==> src/rtl/feed_forward_input_sequencer_pkg.sv <==
// Shared types and helpers for feed_forward_input_sequencer.
// Holds the FSM state encoding, the default bias word and the weight address map.
package feed_forward_input_sequencer_pkg;

    typedef enum logic [1:0] {
        ST_COLLECT,
        ST_STREAM,
        ST_GAP,
        ST_DRAIN
    } ff_seq_state_e;

    localparam logic [31:0] FF_SEQ_BIAS_DATA = 32'h3F80_0000;
    localparam int          FF_SEQ_GAP_W     = 4;

    // Node n owns N weights followed by its bias, packed back to back.
    function automatic int unsigned ff_seq_weight_addr(
        input int unsigned node,
        input int unsigned beat,
        input int unsigned n_inputs
    );
        return node * (n_inputs + 1) + beat;
    endfunction

endpackage

==> src/rtl/ff_seq_input_buffer.sv <==
// Input-vector register file for feed_forward_input_sequencer.
// Sequential write index with wrap, combinational indexed read.
module ff_seq_input_buffer #(
    parameter int DATA_WIDTH = 32,
    parameter int DEPTH      = 2,
    parameter int IDX_W      = (DEPTH > 1) ? $clog2(DEPTH) : 1
) (
    input  logic                  clk,
    input  logic                  rst,
    input  logic                  wr_en,
    input  logic [DATA_WIDTH-1:0] wr_data,
    output logic                  wr_last,
    input  logic [IDX_W-1:0]      rd_idx,
    output logic [DATA_WIDTH-1:0] rd_data
);

    logic [DATA_WIDTH-1:0] mem [DEPTH];
    logic [IDX_W-1:0]      wr_idx;

    assign wr_last = (int'(wr_idx) == DEPTH - 1);

    always_ff @(posedge clk) begin
        if (rst) begin
            wr_idx <= '0;
            for (int i = 0; i < DEPTH; i++) begin
                mem[i] <= '0;
            end
        end else if (wr_en) begin
            mem[wr_idx] <= wr_data;
            wr_idx      <= wr_last ? '0 : wr_idx + 1'b1;
        end
    end

    assign rd_data = (int'(rd_idx) < DEPTH) ? mem[rd_idx] : '0;

endmodule

==> src/rtl/feed_forward_input_sequencer.sv <==
// Collects one input vector, then streams (data, weight) beats per node.
// Optional FF_SEQ_OVERRUN_CHECK_EN builds the sticky overrun flag on o_error.
module feed_forward_input_sequencer
    import feed_forward_input_sequencer_pkg::*;
#(
    parameter int DATA_WIDTH           = 32,
    parameter int ADDRESS_WIDTH        = 5,
    parameter int NUMBER_OF_INPUT_NODE = 2,
    parameter int NUMBER_OF_NODE       = 2,
    parameter int NODE_GAP             = 3,
    parameter logic [DATA_WIDTH-1:0] BIAS_DATA =
        DATA_WIDTH'(FF_SEQ_BIAS_DATA)
) (
    input  logic                     clk,
    input  logic                     rst,
    input  logic                     i_valid,
    input  logic [DATA_WIDTH-1:0]    i_data,
    output logic                     o_ready,
    output logic [ADDRESS_WIDTH-1:0] o_weight_addr,
    input  logic [DATA_WIDTH-1:0]    i_weight,
    output logic                     o_valid,
    output logic [DATA_WIDTH-1:0]    o_data,
    output logic [DATA_WIDTH-1:0]    o_weight,
    output logic                     o_last,
    output logic [((NUMBER_OF_NODE > 1) ?
                   $clog2(NUMBER_OF_NODE) : 1)-1:0] o_node,
    output logic                     o_done,
    output logic                     o_error
);

    localparam int N      = NUMBER_OF_INPUT_NODE;
    localparam int M      = NUMBER_OF_NODE;
    localparam int K_W    = (N > 1) ? $clog2(N) : 1;
    localparam int BEAT_W = $clog2(N + 1);
    localparam int NODE_W = (M > 1) ? $clog2(M) : 1;
    localparam int GAP_W  = FF_SEQ_GAP_W;

    ff_seq_state_e     state_q, state_d;
    logic [BEAT_W-1:0] beat_q, beat_d;
    logic [NODE_W-1:0] node_q, node_d;
    logic [GAP_W-1:0]  gap_q, gap_d;

    logic issue, issue_last, issue_done;

    logic              s1_valid, s1_last, s1_done;
    logic [BEAT_W-1:0] s1_beat;
    logic [NODE_W-1:0] s1_node;

    logic                  wr_en, wr_last;
    logic [DATA_WIDTH-1:0] rd_data;

    assign o_ready = (state_q == ST_COLLECT);
    assign wr_en   = o_ready && i_valid;

    ff_seq_input_buffer #(
        .DATA_WIDTH (DATA_WIDTH),
        .DEPTH      (N),
        .IDX_W      (K_W)
    ) u_buf (
        .clk     (clk),
        .rst     (rst),
        .wr_en   (wr_en),
        .wr_data (i_data),
        .wr_last (wr_last),
        .rd_idx  (K_W'(s1_beat)),
        .rd_data (rd_data)
    );

    always_ff @(posedge clk) begin
        if (rst) begin
            state_q <= ST_COLLECT;
            beat_q  <= '0;
            node_q  <= '0;
            gap_q   <= '0;
        end else begin
            state_q <= state_d;
            beat_q  <= beat_d;
            node_q  <= node_d;
            gap_q   <= gap_d;
        end
    end

    always_comb begin
        state_d    = state_q;
        beat_d     = beat_q;
        node_d     = node_q;
        gap_d      = gap_q;
        issue      = 1'b0;
        issue_last = 1'b0;
        issue_done = 1'b0;
        unique case (state_q)
            ST_COLLECT: begin
                if (i_valid && wr_last) begin
                    state_d = ST_STREAM;
                    beat_d  = '0;
                    node_d  = '0;
                end
            end
            ST_STREAM: begin
                issue = 1'b1;
                if (beat_q == BEAT_W'(N)) begin
                    issue_last = 1'b1;
                    beat_d     = '0;
                    gap_d      = '0;
                    if (node_q == NODE_W'(M - 1)) begin
                        issue_done = 1'b1;
                        state_d    = ST_DRAIN;
                    end else if (NODE_GAP == 0) begin
                        node_d = node_q + 1'b1;
                    end else begin
                        state_d = ST_GAP;
                    end
                end else begin
                    beat_d = beat_q + 1'b1;
                end
            end
            ST_GAP: begin
                if (gap_q == GAP_W'(NODE_GAP - 1)) begin
                    state_d = ST_STREAM;
                    node_d  = node_q + 1'b1;
                    gap_d   = '0;
                end else begin
                    gap_d = gap_q + 1'b1;
                end
            end
            ST_DRAIN: begin
                // Stage 2 drains by itself; only stage 1 must be empty.
                if (!s1_valid) begin
                    state_d = ST_COLLECT;
                end
            end
        endcase
    end

    assign o_weight_addr = (state_q == ST_STREAM) ?
        ADDRESS_WIDTH'(ff_seq_weight_addr(32'(node_q),
                                          32'(beat_q),
                                          N)) : '0;

    always_ff @(posedge clk) begin
        if (rst) begin
            s1_valid <= 1'b0;
            s1_last  <= 1'b0;
            s1_done  <= 1'b0;
            s1_beat  <= '0;
            s1_node  <= '0;
        end else begin
            s1_valid <= issue;
            s1_last  <= issue_last;
            s1_done  <= issue_done;
            s1_beat  <= beat_q;
            s1_node  <= node_q;
        end
    end

    always_ff @(posedge clk) begin
        if (rst) begin
            o_valid  <= 1'b0;
            o_last   <= 1'b0;
            o_done   <= 1'b0;
            o_data   <= '0;
            o_weight <= '0;
            o_node   <= '0;
        end else begin
            o_valid <= s1_valid;
            o_last  <= s1_valid && s1_last;
            o_done  <= s1_valid && s1_done;
            if (s1_valid) begin
                o_data   <= s1_last ? BIAS_DATA : rd_data;
                o_weight <= i_weight;
                o_node   <= s1_node;
            end
        end
    end

`ifdef FF_SEQ_OVERRUN_CHECK_EN
    always_ff @(posedge clk) begin
        if (rst) begin
            o_error <= 1'b0;
        end else if (i_valid && !o_ready) begin
            o_error <= 1'b1;
        end
    end
`else
    assign o_error = 1'b0;
`endif

endmodule

==> config.mk <==
export PLATFORM = sky130hd
export DESIGN_NAME = feed_forward_input_sequencer
export DESIGN_NICKNAME = d
export VERILOG_FILES = /design/src/rtl/feed_forward_input_sequencer_pkg.sv /design/src/rtl/ff_seq_input_buffer.sv /design/src/rtl/feed_forward_input_sequencer.sv
export SDC_FILE = /design/constraint.sdc
export NUM_CORES = 1
export LEC_CHECK = 0
export ABC_AREA = 1
export BUFFER_PORTS_ARGS = -buffer_cell sky130_fd_sc_hd__buf_4
export CORE_AREA = 2 2 126 128
export DETAILED_ROUTE_END_ITERATION = 10
export DIE_AREA = 0 0 128 130
export HOLD_SLACK_MARGIN = 0.08
export MAX_ROUTING_LAYER = met4
export PLACE_DENSITY = 0.58
export SYNTH_ARGS = -nofsm -noshare
export SYNTH_HDL_FRONTEND = slang
export SYNTH_HIERARCHICAL = 1
export SYNTH_SLANG_ARGS = --single-unit
==> constraint.sdc <==
create_clock -name clk -period 6.61 [get_ports clk]
set_clock_uncertainty 0.2 [all_clocks]
set_input_delay 0.661 -clock clk [delete_from_list [all_inputs] [get_ports clk]]
set_output_delay 0.661 -clock clk [all_outputs]
set_load 0.02 [all_outputs]
==> out/qor.txt <==
Final Max Tran Viols: 0
Initial Utilization: 38.8%
Crit path max fanout: 34
Placed cell count: 948
Post-DP HPWL: 8430 um
Setup_tns: 0 ns
Clk buf depth: 2
Multi-input gate area: 1880 um2
CP max stage cell: nor3b_1
Root Driver: clkbuf_16
Cells along the critical path: nor3b_1 > nand3_4 > nand2_1 > buf_4
Largest family of logic cells by synthesized area: simple AND/OR/NAND/NOR gates
WL met3: 724 um
Leak Pwr: 3.37 nW
Routed WL: 12,700 um
Post-CTS sizing: 0
Origin of the worst setup path: state_q[0]
CP required: 6.47 ns
Largest area contributor in the netlist: edfxtp_1
Chip height: 130 um
Worst EP arrival: 2.64 ns
Post-synthesis compound-gate area fraction: 9.89%
Initial antenna violation count: 0
Placer congestion estimate: 0.807
Post-route DRC: 0
Non-filler cells in the finished layout: 980
# diodes: 0
Startpoint Class: register
H-Tree Depth: 4
Fraction of layout cells with a size suffix above 1: 30.1%
Setup Fix Bufs, Post-CTS: 0
Worst-Skew Late Latency: 0.41 ns
Core ar.: 15,400 um2
Max-slew headroom: 27.9%
Syn_area_per_cell: 9.21 um2
Final worst path period need: 2.78 ns
Grt ovf: 0
Post-Synth XOR/XNOR Area: 0.146%
Iter 0 DRT Violations: 189
Mapped cell area: 5990 um2
Num CTS Buffers: 17
Vias in the first global route: 4,242
Netlist cell types: 33
Ports: 142
Vias: 4,432
Largest cells by area after synthesis: edfxtp_1 (32%), dfxtp_1 (28%), nand2_1 (6.4%)
Worst hold path class: reg2reg
Mapped Cells: 650
Total Routing Usage GR: 16.2%
Total clock sinks: 147
Max Clock Freq: 360 MHz
# setup viols final: 0
Total of warnings raised by yosys: 6
Via/cell ratio: 4.52
FP Rows: 46
Power Dens Cells: 335 nW/um2
Synth Flop Type: dfxtp_1
Top-count cell post-synth: nand2_1
Cell family with most CP delay: simple AND/OR/NAND/NOR gates
Max Used Layer: met4
Number of fill cells: 1,433
Chip width: 128 um
Met1 Routed Length: 5970 um
Status: finished clean
Die Footprint: 16,600 um2
Switching Fraction: 27.0%
FF+latch area: 3580 um2
Hold_sp: s1_done
Number of antenna-violating nets in the routed design: 0
WP buf/inv: 1
Post-synthesis sequential area ratio: 59.9%
Clk pwr share: 38.8%
Crit. End Element: register
Clock slew at reported path FFs: 0.06 ns
Fraction of registers with async set/reset: 0%
Leading post-synthesis cells by instance count: nand2_1 (102), nor2_1 (100), dfxtp_1 (83)
Synth Area in Adders: 0.962%
Met2 WL: 5870 um
Worst-Margin Slew: 1.08 ns
Pin count of the biggest net entering global routing: 65
Share of the synthesized area in the top cell type: 32.1%
RSZ-0062 raised after global routing: false
Crit Path Class: reg2reg
Post-Synth Simple-Gate Area: 20.2%
Post-synth EDFFs: 64
Int Power: 1.88 mW
Synthesis-to-finish area growth: 28.5%
Global-route wire length before repair: 20,300 um
Total of max-cap violations: 0
Crit share post-route: 42.1%
CTS tree: built
DR pass1 iterations: 4
RR Startpoint: state_q[0]
Post-CTS Hold Fix Bufs: 0
Slowest stage delay, CP: 0.63 ns
Final Hold Viols: 0
Final #Nets: 846
Switch Pwr: 0.696 mW
Maximum VDD drop: 0.000176 V
Comb power frac: 17.4%
Seq pwr share: 43.8%
Multiplexer share of the synthesized area: 0%
Synthesis-stage register bit count: 147
Routed len/inst: 12.9 um
I/O Buffers: 138
flip-flops by register name, indices dropped and copies added, names as in the netlist, 2 cells and up:
name,count
state_q,2
o_data,32
o_weight,32
u_buf/mem,64
gap_q,4
beat_q,2
cells by family after synthesis:
logic type,count (synthesis)
AND/OR/NAND/NOR,269
flip-flops,147
buffers and inverters,120
AO/OA/AOI/OAI,108
adder cells (fa/ha/maj),4
XOR/XNOR,1
other,1
final cells by class:
type	instances	area share [%]
Tap cell	192	3.12
Timing Repair Buffer	141	13.8
Inverter	83	4.05
Sequential cell	147	46.6
Clock inverter	10	2.02
Clock buffer	22	6.03
Multi-Input combinational cell	385	24.4
worst reg2reg max path, stage by stage (launching register included):
cell and delay [ns]:
dfxtp_1 0.40, nor3b_1 0.63, nand3_4 0.57, nand2_1 0.20, buf_4 0.41
worst paths after layout:
path,endpoint,slack (ns),cells past startpoint
worst max register to register,u_buf/mem[0][16],3.83,4
worst min register to register,o_done,0.22,2
worst max-delay path,u_buf/mem[0][16],3.83,4
worst min-delay path,o_done,0.22,2
routing by layer:
| metal | vias to the layer above | track usage, % |
|---|---|---|
| li1 | 2304 | - |
| met4 | 0 | 5.04 |
| met3 | 9 | 4.67 |
| met2 | 144 | 26.7 |
| met1 | 1975 | 19.3 |
| met5 | - | - |
power by group through the flow:
stage,Clock (mW),Combinational [mW],Sequential [mW]
2_1_floorplan,0,0.246,1.18
5_1_grt,1.06,0.498,1.14
3_3_place_gp,0,0.449,1.15
4_1_cts,1.02,0.456,1.13
3_5_place_dp,0,0.455,1.15
6_report,0.999,0.449,1.13
per-stage QoR:
| step | area, um2 | utilization [%] | worst slack, ns | hold WS, ns | total power [mW] |
|---|---|---|---|---|---|
| 3_3_place_gp | 7070 | 45.9 | 3.49 | 0.210 | 1.60 |
| 6_report | 7690 | 49.9 | 3.83 | 0.221 | 2.58 |
| 3_5_place_dp | 7070 | 45.9 | 3.46 | 0.213 | 1.60 |
| 4_1_cts | 7690 | 49.9 | 3.78 | 0.221 | 2.61 |
| 2_1_floorplan | 5990 | - | 3.76 | 0.204 | 1.43 |
| 5_1_grt | 7690 | 49.9 | 3.61 | 0.244 | 2.71 |
placed cells by master (no fill, tap or decap), types with 2 or more instances in the layout:
master and count:
nand4_1 2, clkbuf_8 2, a21oi_1 30, o21ai_0 68, edfxtp_1 64, clkbuf_16 17, ha_1 3, clkinv_2 3
conb_1 3, nand3_4 2, bufinv_16 4, o221a_2 7, nor2_1 100, clkbuf_1 3, nor3_1 3, inv_2 4
dfxtp_1 82, buf_4 141, nand3_1 4, nor2_2 49, nand2_1 102, inv_1 79, nand2_4 2
Power figures use the tool's default switching activity.
